`config.mk`:
```
export PLATFORM = sky130hd
export DESIGN_NAME = parity_slice_sequencer_flat
export DESIGN_NICKNAME = d
export VERILOG_FILES = /design/src/rtl/parity_slice_sequencer_if.sv /design/src/rtl/parity_slice_sequencer.sv /design/src/flat_wrapper.sv
export SDC_FILE = /design/constraint.sdc
export NUM_CORES = 1
export LEC_CHECK = 0
export BUFFER_PORTS_ARGS = -buffer_cell sky130_fd_sc_hd__buf_2
export CAP_MARGIN = 20
export CORE_ASPECT_RATIO = 2
export CORE_MARGIN = 10
export CORE_UTILIZATION = 44
export CTS_CLUSTER_SIZE = 24
export DETAILED_ROUTE_END_ITERATION = 10
export PLACE_DENSITY = 0.77
export SYNTH_ARGS = -nofsm -noshare
export SYNTH_HDL_FRONTEND = slang
export SYNTH_SLANG_ARGS = --single-unit
export TNS_END_PERCENT = 100
```
`constraint.sdc`:
```
create_clock -name clk -period 1.55 [get_ports clk]
set_input_delay 0.465 -clock clk [delete_from_list [all_inputs] [get_ports clk]]
set_output_delay 0.465 -clock clk [all_outputs]
set_load 0.05 [all_outputs]
```
`src/rtl/parity_slice_sequencer_if.sv`:
```
// Bus between the column-parity slice sequencer, the state/result memories and the parity unit.
// The slave modport is the sequencer side; master is the encoder/memory/unit side.
interface parity_slice_sequencer_if #(
  parameter int ADDR_W = 6,
  parameter int LANE_W = 25
);
  logic              start;
  logic              busy;
  logic              done;
  logic              rd_en;
  logic [ADDR_W-1:0] rd_addr;
  logic [LANE_W-1:0] rd_data;
  logic [LANE_W-1:0] unit_in1;
  logic [LANE_W-1:0] unit_in2;
  logic              unit_en;
  logic [LANE_W-1:0] unit_out;
  logic              wr_en;
  logic [ADDR_W-1:0] wr_addr;
  logic [LANE_W-1:0] wr_data;

  modport slave (
    input  start, rd_data, unit_out,
    output busy, done, rd_en, rd_addr, unit_in1, unit_in2, unit_en,
           wr_en, wr_addr, wr_data
  );

  modport master (
    output start, rd_data, unit_out,
    input  busy, done, rd_en, rd_addr, unit_in1, unit_in2, unit_en,
           wr_en, wr_addr, wr_data
  );
endinterface

```
`src/rtl/parity_slice_sequencer.sv`:
```
// Runs one column-parity pass: pairs slice z with slice z-1 (slice 0 with the last slice),
// feeds the pair to the parity unit and writes the unit result back at address z.
module parity_slice_sequencer #(
  parameter int NUM_SLICES = 64,
  parameter int ADDR_W     = 6,
  parameter int LANE_W     = 25,
  parameter int UNIT_LAT   = 1
) (
  input  logic                    clk,
  input  logic                    rst_n,
  parity_slice_sequencer_if.slave bus
);

  localparam int                CNT_W    = (UNIT_LAT > 1) ? $clog2(UNIT_LAT) : 1;
  localparam logic [ADDR_W-1:0] LAST_IDX = ADDR_W'(NUM_SLICES - 1);
  localparam logic [CNT_W-1:0]  CNT_INIT = CNT_W'(UNIT_LAT - 1);
  localparam logic [CNT_W-1:0]  CNT_ONE  = CNT_W'(1);

  typedef enum logic [3:0] {
    S_IDLE     = 4'd0,
    S_RD_PREV  = 4'd1,
    S_CAP_PREV = 4'd2,
    S_RD_CUR   = 4'd3,
    S_LOAD     = 4'd4,
    S_ISSUE    = 4'd5,
    S_WAIT     = 4'd6,
    S_WRITE    = 4'd7,
    S_DONE     = 4'd8
  } state_t;

  state_t            state_q;
  logic [ADDR_W-1:0] idx_q;
  logic [ADDR_W-1:0] idx_d;
  logic [CNT_W-1:0]  cnt_q;
  logic [CNT_W-1:0]  cnt_d;
  logic [LANE_W-1:0] prev_q;
  logic [LANE_W-1:0] cur_q;
  logic              busy_q;
  logic              done_q;
  logic              rd_en_q;
  logic [ADDR_W-1:0] rd_addr_q;
  logic              unit_en_q;
  logic              wr_en_q;
  logic [ADDR_W-1:0] wr_addr_q;

  // Increment/decrement values used by the sequencer.
  always_comb begin
    idx_d = idx_q + ADDR_W'(1);
    cnt_d = cnt_q - CNT_ONE;
  end

  // Pass sequencer; every output strobe is registered alongside the state it belongs to.
  always_ff @(posedge clk or negedge rst_n) begin
    if (!rst_n) begin
      state_q   <= S_IDLE;
      idx_q     <= '0;
      cnt_q     <= '0;
      prev_q    <= '0;
      cur_q     <= '0;
      busy_q    <= 1'b0;
      done_q    <= 1'b0;
      rd_en_q   <= 1'b0;
      rd_addr_q <= '0;
      unit_en_q <= 1'b0;
      wr_en_q   <= 1'b0;
      wr_addr_q <= '0;
    end else begin
      rd_en_q   <= 1'b0;
      rd_addr_q <= '0;
      wr_en_q   <= 1'b0;
      wr_addr_q <= '0;
      done_q    <= 1'b0;
      case (state_q)
        S_IDLE: begin
          if (bus.start) begin
            idx_q     <= '0;
            busy_q    <= 1'b1;
            rd_en_q   <= 1'b1;
            rd_addr_q <= LAST_IDX;
            state_q   <= S_RD_PREV;
          end else begin
            busy_q    <= 1'b0;
            unit_en_q <= 1'b0;
          end
        end
        S_RD_PREV: begin
          state_q <= S_CAP_PREV;
        end
        S_CAP_PREV: begin
          prev_q    <= bus.rd_data;
          rd_en_q   <= 1'b1;
          rd_addr_q <= idx_q;
          state_q   <= S_RD_CUR;
        end
        S_RD_CUR: begin
          state_q <= S_LOAD;
        end
        S_LOAD: begin
          cur_q     <= bus.rd_data;
          unit_en_q <= 1'b1;
          state_q   <= S_ISSUE;
        end
        S_ISSUE: begin
          cnt_q <= CNT_INIT;
          if (UNIT_LAT > 1) begin
            state_q <= S_WAIT;
          end else begin
            wr_en_q   <= 1'b1;
            wr_addr_q <= idx_q;
            state_q   <= S_WRITE;
          end
        end
        S_WAIT: begin
          cnt_q <= cnt_d;
          if (cnt_q == CNT_ONE) begin
            wr_en_q   <= 1'b1;
            wr_addr_q <= idx_q;
            state_q   <= S_WRITE;
          end else begin
            state_q <= S_WAIT;
          end
        end
        S_WRITE: begin
          // The slice just processed becomes the z-1 partner of the next one.
          prev_q    <= cur_q;
          unit_en_q <= 1'b0;
          if (idx_q == LAST_IDX) begin
            done_q  <= 1'b1;
            state_q <= S_DONE;
          end else begin
            idx_q     <= idx_d;
            rd_en_q   <= 1'b1;
            rd_addr_q <= idx_d;
            state_q   <= S_RD_CUR;
          end
        end
        S_DONE: begin
          busy_q  <= 1'b0;
          state_q <= S_IDLE;
        end
        default: begin
          busy_q    <= 1'b0;
          unit_en_q <= 1'b0;
          state_q   <= S_IDLE;
        end
      endcase
    end
  end

  assign bus.busy     = busy_q;
  assign bus.done     = done_q;
  assign bus.rd_en    = rd_en_q;
  assign bus.rd_addr  = rd_addr_q;
  assign bus.unit_in1 = cur_q;
  assign bus.unit_in2 = prev_q;
  assign bus.unit_en  = unit_en_q;
  assign bus.wr_en    = wr_en_q;
  assign bus.wr_addr  = wr_addr_q;
  // The unit result is only valid in the write cycle, so it is passed through rather than re-registered.
  assign bus.wr_data  = wr_en_q ? bus.unit_out : '0;

endmodule

```
`src/flat_wrapper.sv`:
```
// flat-port wrapper written by rule: the top's interface ports become plain ports
module parity_slice_sequencer_flat 
#(
  parameter int NUM_SLICES = 64,
  parameter int ADDR_W     = 6,
  parameter int LANE_W     = 25,
  parameter int UNIT_LAT   = 1
)
  (clk, rst_n, bus_start, bus_rd_data, bus_unit_out, bus_busy, bus_done, bus_rd_en, bus_rd_addr, bus_unit_in1, bus_unit_in2, bus_unit_en, bus_wr_en, bus_wr_addr, bus_wr_data);
  parity_slice_sequencer_if #(.ADDR_W(ADDR_W), .LANE_W(LANE_W)) bus_i ();
  input  logic clk;
  input  logic rst_n;
  input wire logic [$bits(bus_i.start)-1:0] bus_start;
  input wire logic [$bits(bus_i.rd_data)-1:0] bus_rd_data;
  input wire logic [$bits(bus_i.unit_out)-1:0] bus_unit_out;
  output wire logic [$bits(bus_i.busy)-1:0] bus_busy;
  output wire logic [$bits(bus_i.done)-1:0] bus_done;
  output wire logic [$bits(bus_i.rd_en)-1:0] bus_rd_en;
  output wire logic [$bits(bus_i.rd_addr)-1:0] bus_rd_addr;
  output wire logic [$bits(bus_i.unit_in1)-1:0] bus_unit_in1;
  output wire logic [$bits(bus_i.unit_in2)-1:0] bus_unit_in2;
  output wire logic [$bits(bus_i.unit_en)-1:0] bus_unit_en;
  output wire logic [$bits(bus_i.wr_en)-1:0] bus_wr_en;
  output wire logic [$bits(bus_i.wr_addr)-1:0] bus_wr_addr;
  output wire logic [$bits(bus_i.wr_data)-1:0] bus_wr_data;
  assign bus_i.start = bus_start;
  assign bus_i.rd_data = bus_rd_data;
  assign bus_i.unit_out = bus_unit_out;
  assign bus_busy = bus_i.busy;
  assign bus_done = bus_i.done;
  assign bus_rd_en = bus_i.rd_en;
  assign bus_rd_addr = bus_i.rd_addr;
  assign bus_unit_in1 = bus_i.unit_in1;
  assign bus_unit_in2 = bus_i.unit_in2;
  assign bus_unit_en = bus_i.unit_en;
  assign bus_wr_en = bus_i.wr_en;
  assign bus_wr_addr = bus_i.wr_addr;
  assign bus_wr_data = bus_i.wr_data;
  parity_slice_sequencer #(.NUM_SLICES(NUM_SLICES), .ADDR_W(ADDR_W), .LANE_W(LANE_W), .UNIT_LAT(UNIT_LAT)) u_core (.clk(clk), .rst_n(rst_n), .bus(bus_i));
endmodule
```
# == Word-level counts from Yosys, hierarchy flattened ==
# Index checks and enable logic that the tools add are counted.
# op_classes
n_mul,0
reduce_logical,8
n_lt_le_gt_ge,0
n_mux,25
bitwise_logic,1
add_sub_neg,2
n_eq_ne,12
n_shift,0
div,0
# ops
op,n
25-bit one-hot mux with 2 select lines,1
4-bit one-hot mux with 8 select lines,1
6-bit 2-to-1 mux,5
25-bit 2-to-1 mux,1
6-bit one-hot mux with 2 select lines,2
6-bit one-hot mux with 3 select lines,1
"4-bit by 3-bit equality test with 1-bit output, second input constant",4
"4-bit by 2-bit equality test with 1-bit output, second input constant",2
4-bit 2-to-1 mux,2
1-bit 2-to-1 mux,7
7-bit OR reduction,1
"6-bit by 1-bit adder with 6-bit output, second input constant",1
"6-bit equality test, second input constant",1
"2-bit != test, second input constant",3
1-bit one-hot mux with 2 select lines,3
1-bit one-hot mux with 3 select lines,2
2-bit nonzero test,3
6-bit OR reduction,1
"4-bit by 1-bit equality test with 1-bit output, second input constant",1
"4-bit equality test, second input constant",1
4-bit zero test,1
3-bit AND reduction,1
2-bit AND reduction,1
1-bit NOT,1
"1-bit subtractor, second input constant",1
# totals
mem_bits_rw,0
regBits,78
memories,0
rom_bits,0
wordCells,60
input_bits,53
out_inout_bits,92
latch_bits,0

# == Longest topological paths before layout ==
# Gate-level depths: netlist of the first run.
# logic_depth
depth_word,4
ltp_mapped,7
mapped_depth_nobuf,5

# == Least setup slack after synthesis of the first run ==
# OpenSTA, ideal clock, no wires.
# synth_timing
path_kind,register to output
from,register u_core.wr_en_q (netlist: u_core.bus.wr_en)
to,output port bus_wr_data[10]
path_stages_with_launch,3
t_arrival_ns,1.360
path_slack_ns,-0.275
n_path_buf,1
required_time_ns,1.085
cell_sequence,dfrtp_1 > clkbuf_1 > and2_1
# synth_between
elab_chain_cells,1
# synth_rtl
element,line_no,text
"start, declared",parity_slice_sequencer.sv:43,logic wr_en_q;
"start signal, assigned",parity_slice_sequencer.sv:65,wr_en_q <= 1'b0;
"start signal, assigned",parity_slice_sequencer.sv:70,wr_en_q <= 1'b0;
"start signal, assigned",parity_slice_sequencer.sv:108,wr_en_q <= 1'b1;
25-bit 2-to-1 mux,parity_slice_sequencer.sv:160,assign bus.wr_data = wr_en_q ? bus.unit_out : '0;
"end, declared",flat_wrapper.sv:25,output wire logic [$bits(bus_i.wr_data)-1:0] bus_wr_data;
# No other way between the ends.

# == Worst setup path after layout of the first run ==
# layout_timing
from,register u_core.wr_en_q (netlist: u_core.bus.wr_en)
to,output port bus_wr_data[19]
# Same word-level chain as after synthesis.

==> metrics.cfg, run 1 <==
[clocking]
cts_root_buffer=clkbuf_16
path_clk_slew_ps=60
ctsHtreeMaxLevel=3
clkSinkCount=78
cts_buffers=9
cts_tree=yes
clock_latency_ps=340
hold_buffers=0
clockBufferDepth=2

[run]
cap_viol_max_count=0

[global_routing]
grt_max_degree=31
antenna_found_initial=0
grt_pass1_vias=3592
grt_pass1_wl_mm=18.3
grt-ovfl-total=0
track_usage=0.185

[timing]
maxClockFrequency_mhz=582
slew_viol_final=0
worst_pin_slew_ps=365
post-route-period-util=1.11
fin_tns_setup_ps=-9290
min_period_ps=1720
relSlewSlack=0.757
skew_ps=9.90
worst_slack_ps=-169
finalHoldViolCount=0
setup_violations=89
rsz0062_at_grt=yes

[cells_and_area]
final_cells=620
finalNetCount=573
syn2layout_area_growth_pct=70.4
drive_above_1_share=0.687
diodes=0
fin_area_sq_um=6080

[worst_setup_path]
start_kind=flip-flop
max_stage_delay_ps=430
r2r_slack_ps=-160
cp_common_cell=buf_6
criticalPathCategory=reg2out
required_ps=1080
arrival_ps=1250
cp_slowest_cell=dfrtp_2
crit_path_end_kind=output pin
worstPathMaxFanout=13
crit_chain=buf_6 -> and2_2 -> buf_6

[routing]
vias=3416
wl_per_cell_microns=22.1
ant_nets=0
first_iter_violations=127
post-route-drc-count=0
viasPerCell=5.51
routed_wl_mm=13.7
dr.pass1.iters=4

[logic_synthesis]
dominantRegCellSynth=dfrtp_1
synth_area_leaders=dfrtp_1, mux2_2, mux2i_1
ys_seq_area_frac=0.547
synth.distinct_cells=42
synth_area_sq_um=3570
ys_warn_count=0
synthTopCellsByCount=dfrtp_1, nand2_1, and2_1, o21ai_0
yosysMostFrequentCell=dfrtp_1
synthCells=314
syn_nets=368
ys_ff_latch=78
synth-edff-count=0
synth.avg_cell_area_sq_um=11.4
synth_top_cell_by_area=dfrtp_1
synth_top_area_share=0.547
async_reset_ff_frac=1.00

[status]
status=complete, but fails checks
violations=negative setup slack

[floorplanning]
row_count=46
dieArea_sq_um=12300
die_y_microns=147
core_sq_um=7940
io_pins=145
die_w_microns=83.7
start_util=0.449

[worst_hold_path]
min_path_type=in2async

[place]
dpl.hpwl_mm=7.69
dp_slack_ps=-138
place_inst=567
gp_congestion=0.864
io_buffers=144
place_area_sq_um=4620

[stage by stage]
| step | utilization | hold WS [ps] |
|---|---|---|
| after CTS | 0.700 | 29.4 |
| after global routing | 0.765 | 40.9 |
| after global placement | 0.582 | 398 |
| after detailed placement | 0.582 | 395 |
| final | 0.765 | 34.1 |
| after floorplan | - | 169 |
[critical path: cells and delay by family, from the launching register on]
| kind | cells | cell delay [ps] |
|---|---|---|
| AND/OR/NAND/NOR | 1 | 170 |
| flip-flops | 1 | 430 |
| buffers and inverters | 2 | 310 |
[metal layers]
layer	GRT usage	part of all wire	vias to the layer above
li1	-	-	1497
met1	0.167	0.32	1708
met2	0.354	0.57	168
met3	0.0676	0.072	43
met4	0.0749	0.040	0
met5	0	0	-
[cell type report]
class | instances | area [sq um]
Multi-Input combinational cell | 216 | 1970
Sequential cell | 78 | 1960
Fill cell | 445 | 1860
Timing Repair Buffer | 213 | 1730
Clock buffer | 11 | 243
Tap cell | 96 | 120
Clock inverter | 5 | 57.6
Inverter | 1 | 6.26
[state kept, by name, indices dropped and copies added, names as in the netlist]
register and count:
u_core.bus.busy 1, u_core.bus.done 1, u_core.bus.rd_addr 6, u_core.bus.rd_en 1
u_core.bus.unit_en 1, u_core.bus.unit_in1 25, u_core.bus.unit_in2 25, u_core.bus.wr_addr 6
u_core.bus.wr_en 1, u_core.cnt_q 1, u_core.idx_q 6, u_core.state_q 4
[worst paths after layout]
check	start	endpoint	cells after the start
setup / recovery	u_core.bus.wr_en	bus_wr_data[19]	3
setup reg to reg	u_core.state_q[0]	u_core.bus.unit_in2[4]	6
hold reg to reg	u_core.bus.unit_en	u_core.bus.unit_en	1
hold / removal	rst_n	u_core.bus.unit_in1[6]	1
max in group asynchronous	rst_n	u_core.bus.unit_in2[22]	2
min in group clk	bus_rd_data[12]	u_core.bus.unit_in1[12]	2
[logic make-up (layout without fill, tap and decap cells)]
logic type / count (synthesis) / in the layout / synth area share
AOI/OAI and AO/OA: 59 / 59 / 0.101
DFF: 78 / 78 / 0.547
xor gates and xnor gates: 3 / 3 / 0.00737
and+or+nand+nor: 102 / 102 / 0.157
adders and majority gates: 1 / 1 / 0.00351
buffers and inverters: 20 / 230 / 0.0312
muxes: 51 / 51 / 0.153
[what timing repair did]
action / CTS / global route
setup buffers: 21 / 11
cloned: 6 / 3
pin swaps: 9 / 35
endpoints found under the setup margin: 87 / 94
resized for setup: 115 / 139
[cells in the final DEF, fill, tap and decap left out, types with 7 or more instances in the layout]
cell / n
buf_8: 9
and2_1: 8
a21oi_2: 7
buf_4: 30
a21oi_1: 8
nor2_1: 9
clkbuf_16: 11
o21ai_2: 21
mux2i_1: 21
nand2_4: 15
buf_6: 45
mux2_4: 26
dfrtp_1: 75
and2_4: 14
buf_12: 7
buf_2: 117
nand2_2: 11
nand2_1: 7
and2_2: 9
o21ai_1: 8
Power of run 1 is left out: the tool's default activity adds up to more than one toggle a clock period on the data nets, which glitch-free logic cannot reach.
==> inputs of run 2 (changes only) <==
- ABC_AREA: not set -> 1
- CORE_UTILIZATION: 44 -> 43
- PLACE_DENSITY: 0.77 -> 0.75
==> run 2 against run 1 <==
Register-to-register slack improved by 280 ps; sequential share of layout area up 6.6 points; the flow still finishes with violations (negative setup slack); highest routed layer unchanged; hold slack worse by 2.1 ps; setup slack worse by 17 ps; maximum frequency decreased by 0.96%; synthesized area fell by 0.63%; critical path depth increased by 1.
==> metrics.cfg, run 2 <==
[status]
violations=negative setup slack
status=complete, but fails checks

[clocking]
path_clk_slew_ps=60
cts_root_buffer=clkbuf_16
cts_tree=yes
cts_buffers=9
ctsHtreeMaxLevel=3
clkSinkCount=78
clockBufferDepth=2
clock_latency_ps=340

[global_routing]
grt_pass1_vias=3528
track_usage=0.165
grt_max_degree=63
grt-ovfl-total=0
antenna_found_initial=0
grt_pass1_wl_mm=17.0

[worst_hold_path]
min_path_type=in2async

[timing]
slew_viol_final=0
skew_ps=5.71
min_period_ps=1740
maxClockFrequency_mhz=576
setup_violations=26
finalHoldViolCount=0
whs_ps=32.0
rsz0062_at_grt=yes
worst_slack_ps=-186
relSlewSlack=0.751
post-route-period-util=1.12
worst_pin_slew_ps=372

[routing]
ant_nets=0
vias=3348
post-route-drc-count=0
routed_wl_mm=10.3
dr.pass1.iters=4
wl_per_cell_microns=15.2
first_iter_violations=166
viasPerCell=4.92

[cells_and_area]
diodes=0
final_common_cell=buf_2
finalNetCount=633
syn2layout_area_growth_pct=42.1
drive_above_1_share=0.402
layout_common_cells=buf_2, nand2_1, dfrtp_1
fillCellCount=679
final_cells=680

[logic_synthesis]
synth-edff-count=0
syn_nets=483
synthTopCellsByCount=nand2_1, dfrtp_1, inv_1, o21ai_0, o21ai_1
synth.avg_cell_area_sq_um=8.26
synth_area_leaders=dfrtp_1, nand2_1, inv_1
ys_ff_latch=78
synth.distinct_cells=23
async_reset_ff_frac=1.00
synth_top_cell_by_area=dfrtp_1
dominantRegCellSynth=dfrtp_1
ys_seq_area_frac=0.551
synth_area_sq_um=3540
synthCells=429
ys_warn_count=0
yosysMostFrequentCell=nand2_1
synth_top_area_share=0.551

[worst_setup_path]
worstPathMaxFanout=13
crit_path_end_kind=output pin
criticalPathCategory=reg2out
required_ps=1080
start_kind=flip-flop
arrival_ps=1270

[floorplanning]
core_sq_um=8000
die_w_microns=84.2
die_y_microns=148
dieArea_sq_um=12500
row_count=46
io_pins=145
start_util=0.443

[power_and_ir_drop]
seqPwrFrac=0.280
pwr_density_cell_nw_per_um2=2480
p_switching_w=0.00655
power_switching_share=0.525
leakage_nw=2.67
vdd_ir_drop_max_uv=1620
p_int_w=0.00593
power_frac_clock=0.164
p_comb_frac=0.556

[place]
place_inst=662
dpl.hpwl_mm=7.78
io_buffers=144
dp_slack_ps=-60.7
gp_congestion=0.860

[run]
cap_viol_max_count=0

[run 2: cell types whose count changed in the layout (fill, tap and decap cells not counted), moves of 26 or more]
cell	delta
inv_1	+45
nand3_1	+31
nand2_1	+70
mux2_4	-26
o21ai_0	+37
o21ai_1	+28
[run 2: power by group through the flow]
stage,Combinational [W],Sequential [W],Clock [W]
6_report,0.00694,0.00350,0.00205
5_1_grt,0.00750,0.00360,0.00217
3_3_place_gp,0.00662,0.00348,0
2_1_floorplan,0.00257,0.00604,0
3_5_place_dp,0.00675,0.00350,0
4_1_cts,0.00699,0.00349,0.00208
[run 2: cell families after synthesis]
logic type,after synthesis,share of synthesized area
compound gates,87,0.130
xor+xnor,2,0.00494
simple gates,168,0.198
flops,78,0.551
fa+ha+maj,1,0.00353
buf+inv,93,0.112
[run 2: layer usage]
metal | global-route usage | vias up | wire length (microns) | share of wire
met1 | 0.173 | 1555 | 3920 | 0.38
met2 | 0.296 | 134 | 5450 | 0.53
met3 | 0.0525 | 16 | 750 | 0.073
met5 | 0 | - | 0 | 0
li1 | - | 1643 | - | -
met4 | 0.0665 | 0 | 193 | 0.019
[run 2: what timing repair did]
item                                    in CTS  in global routing
pin swaps                                    0                  1
gates resized for setup                     55                 13
endpoints found under the setup margin      37                 40
hold buffers                                 0                  0
setup buffers                                0                  1
gates cloned                                 1                  0
[run 2: final timing paths]
kind,startpoint,to,slack [ps],depth (start not counted)
worst min-delay path,rst_n,u_core.bus.unit_in1[19],30,1
max in group asynchronous,rst_n,u_core.bus.unit_in2[13],1000,2
worst max register to register,u_core.state_q[3],u_core.bus.wr_addr[1],120,8
worst min register to register,u_core.cnt_q,u_core.cnt_q,480,1
worst max-delay path,u_core.bus.wr_en,bus_wr_data[22],-190,4
min in group clk,bus_rd_data[1],u_core.bus.unit_in1[1],350,3
[run 2: layout make-up]
type / count / area [sq um] / share of cell area
inverter: 73 / 352 / 0.0698
clock inverter: 6 / 61.3 / 0.0122
tap: 96 / 120 / 0.0238
clock buffer: 10 / 229 / 0.0454
timing repair buffer: 159 / 1060 / 0.210
sequential: 78 / 1950 / 0.388
multi-input combinational: 258 / 1260 / 0.251
[run 2: per-stage QoR]
stage,power [W],util,setup TNS [ps],instance area (sq um)
floorplan,0.00861,-,-1460,3720
global placement,0.0101,0.566,-252,4530
detailed placement,0.0103,0.566,-195,4530
CTS,0.0126,0.626,-4300,5010
global route,0.0133,0.630,-5150,5040
finish,0.0125,0.630,-3970,5040
[run 2: worst max-delay path: stages, from the launching register on]
cell and delay (ps):
dfrtp_2 450, buf_16 170, nand2_2 80, clkinvlp_4 80
buf_6 150
(Power assumes the default switching activity.)
==> inputs of run 3 (changes only) <==
- CTS_CLUSTER_DIAMETER: not set -> 150
- GPL_TIMING_DRIVEN: not set -> 0
- SLEW_MARGIN: not set -> 15
==> run 3 against run 2 <==
First-iteration DRC count grew 23%; critical path type unchanged; cell count is 2.4% higher; register-to-register slack worse by 70 ps; critical endpoint is now bus_wr_data[11]; sequential power about the same; the run still ends with negative setup slack left; largest cell class unchanged.
==> metrics.cfg, run 3 (synthesis gave the netlist of run 2 again) <==
[status]
status=complete, but fails checks
violations=negative setup slack

[cells_and_area]
seqCellArea_sq_um=1960
final_cells=696
finalNetCount=651
syn2layout_area_growth_pct=50.8
drive_above_1_share=0.428
multi_input_area_sq_um=1370
fillCellCount=632
diodes=0
layout_common_cells=buf_2, dfrtp_1, nand2_1
final_common_cell=buf_2

[clocking]
hold_buffers=0
clkSinkCount=78
clockBufferDepth=2
ctsHtreeMaxLevel=3
cts_root_buffer=clkbuf_16
clock_latency_ps=340
cts_tree=yes
path_clk_slew_ps=60
cts_buffers=9

[routing]
wl_per_cell_microns=16.4
ant_nets=0
vias=3460
post-route-drc-count=0
viasPerCell=4.97
first_iter_violations=205
routed_wl_mm=11.4
dr.pass1.iters=4

[power_and_ir_drop]
leakage_nw=2.89
p_comb_frac=0.572
pwr_density_cell_nw_per_um2=2420
power_frac_clock=0.156
p_switching_w=0.00676
seqPwrFrac=0.272
power_switching_share=0.523
p_int_w=0.00618
vdd_ir_drop_max_uv=1670
p_total_w=0.0129

[worst_setup_path]
crit_path_end_kind=output pin
r2r_cells=8
r2r_slack_ps=50
arrival_ps=1350
start_kind=flip-flop
worstPathMaxFanout=6
regToRegEndpoint=u_core.bus.unit_in2[17]
required_ps=1080
criticalPathCategory=reg2out
r2r-start=u_core.state_q[3]

[global_routing]
grt_max_degree=48
grt-ovfl-total=0
track_usage=0.181
grt_pass1_wl_mm=18.3
antenna_found_initial=0
grt_pass1_vias=3709

[floorplanning]
start_util=0.443
die_y_microns=148
die_w_microns=84.2
row_count=46
io_pins=145
dieArea_sq_um=12500
core_sq_um=8000

[timing]
worst_slack_ps=-266
worst_pin_slew_ps=434
maxClockFrequency_mhz=551
relSlewSlack=0.710
rsz0062_at_grt=yes
post-route-period-util=1.17
min_period_ps=1820
finalHoldViolCount=0
setup_violations=25
slew_viol_final=0
skew_ps=6.69

[place]
dpl.hpwl_mm=8.31
dp_slack_ps=-172
gp_congestion=0.789
io_buffers=144
place_inst=670

[worst_hold_path]
min_path_type=in2async

[run]
cap_viol_max_count=0

run 3: cell types whose count changed in the layout (fill, tap and decap cells not counted), sizes merged:
cell,delta
clkinv,-2
clkbuf,+8
clkinvlp,+1
inv,-1
buf,+10
run 3: worst max-delay path: stages (launching register included):
cell	delay (ps)
dfrtp_2	410
buf_8	140
clkbuf_16	160
nand2_4	70
clkinvlp_4	80
buf_8	150
run 3: layout make-up:
| type | count | share of cell area |
|---|---|---|
| buffer | 20 | 0.0353 |
| clock buffer | 10 | 0.0428 |
| clock inverter | 4 | 0.00936 |
| inverter | 73 | 0.0653 |
| multi-input combinational | 258 | 0.256 |
| sequential | 78 | 0.366 |
| tap | 96 | 0.0225 |
| timing repair buffer | 157 | 0.202 |
run 3: metal layers:
layer  track usage  share of wire  vias to the layer above
met2         0.332           0.55                      139
met1         0.185           0.38                     1630
met5             0              0                        -
met4        0.0598          0.012                        0
met3        0.0591          0.060                       11
li1              -              -                     1680
run 3: worst max path at each step:
| stage | start | endpoint | slack (ps) | depth (start not counted) |
|---|---|---|---|---|
| global placement | rst_n | u_core.bus.wr_en | -630 | 1 |
| detailed placement | u_core.idx_q[1] | u_core.bus.rd_addr[1] | -170 | 6 |
| finish | u_core.bus.wr_en | bus_wr_data[11] | -270 | 5 |
| global route | u_core.bus.wr_en | bus_wr_data[17] | -310 | 5 |
| CTS | u_core.bus.wr_en | bus_wr_data[20] | -280 | 5 |
| floorplan | u_core.bus.wr_en | bus_wr_data[10] | -70 | 4 |
run 3: power groups by stage:
stage	logic [W]	clock network (W)	registers, W
after floorplan	0.00257	0	0.00604
after global placement	0.00677	0	0.00348
after detailed placement	0.00690	0	0.00350
after CTS	0.00732	0.00204	0.00348
after global routing	0.00795	0.00214	0.00361
final	0.00741	0.00202	0.00352
run 3: timing repair:
action                                 in CTS  in global routing
buffers inserted                            7                  3
endpoints found under the hold margin       0                  0
resized for setup                          75                 37
gates cloned                                2                  0
pin swaps                                   2                  3
setup endpoints to repair                  80                 63
run 3: through the flow:
| step | TNS [ps] | utilization | hold slack, ps | area [sq um] |
|---|---|---|---|---|
| after floorplan | -1460 | - | 169 | 3720 |
| after global placement | -40410 | 0.571 | 468 | 4560 |
| after detailed placement | -2540 | 0.574 | 435 | 4590 |
| after CTS | -6670 | 0.652 | 77.5 | 5220 |
| after global routing | -7310 | 0.668 | 90.1 | 5350 |
| final | -5950 | 0.668 | 71.4 | 5350 |
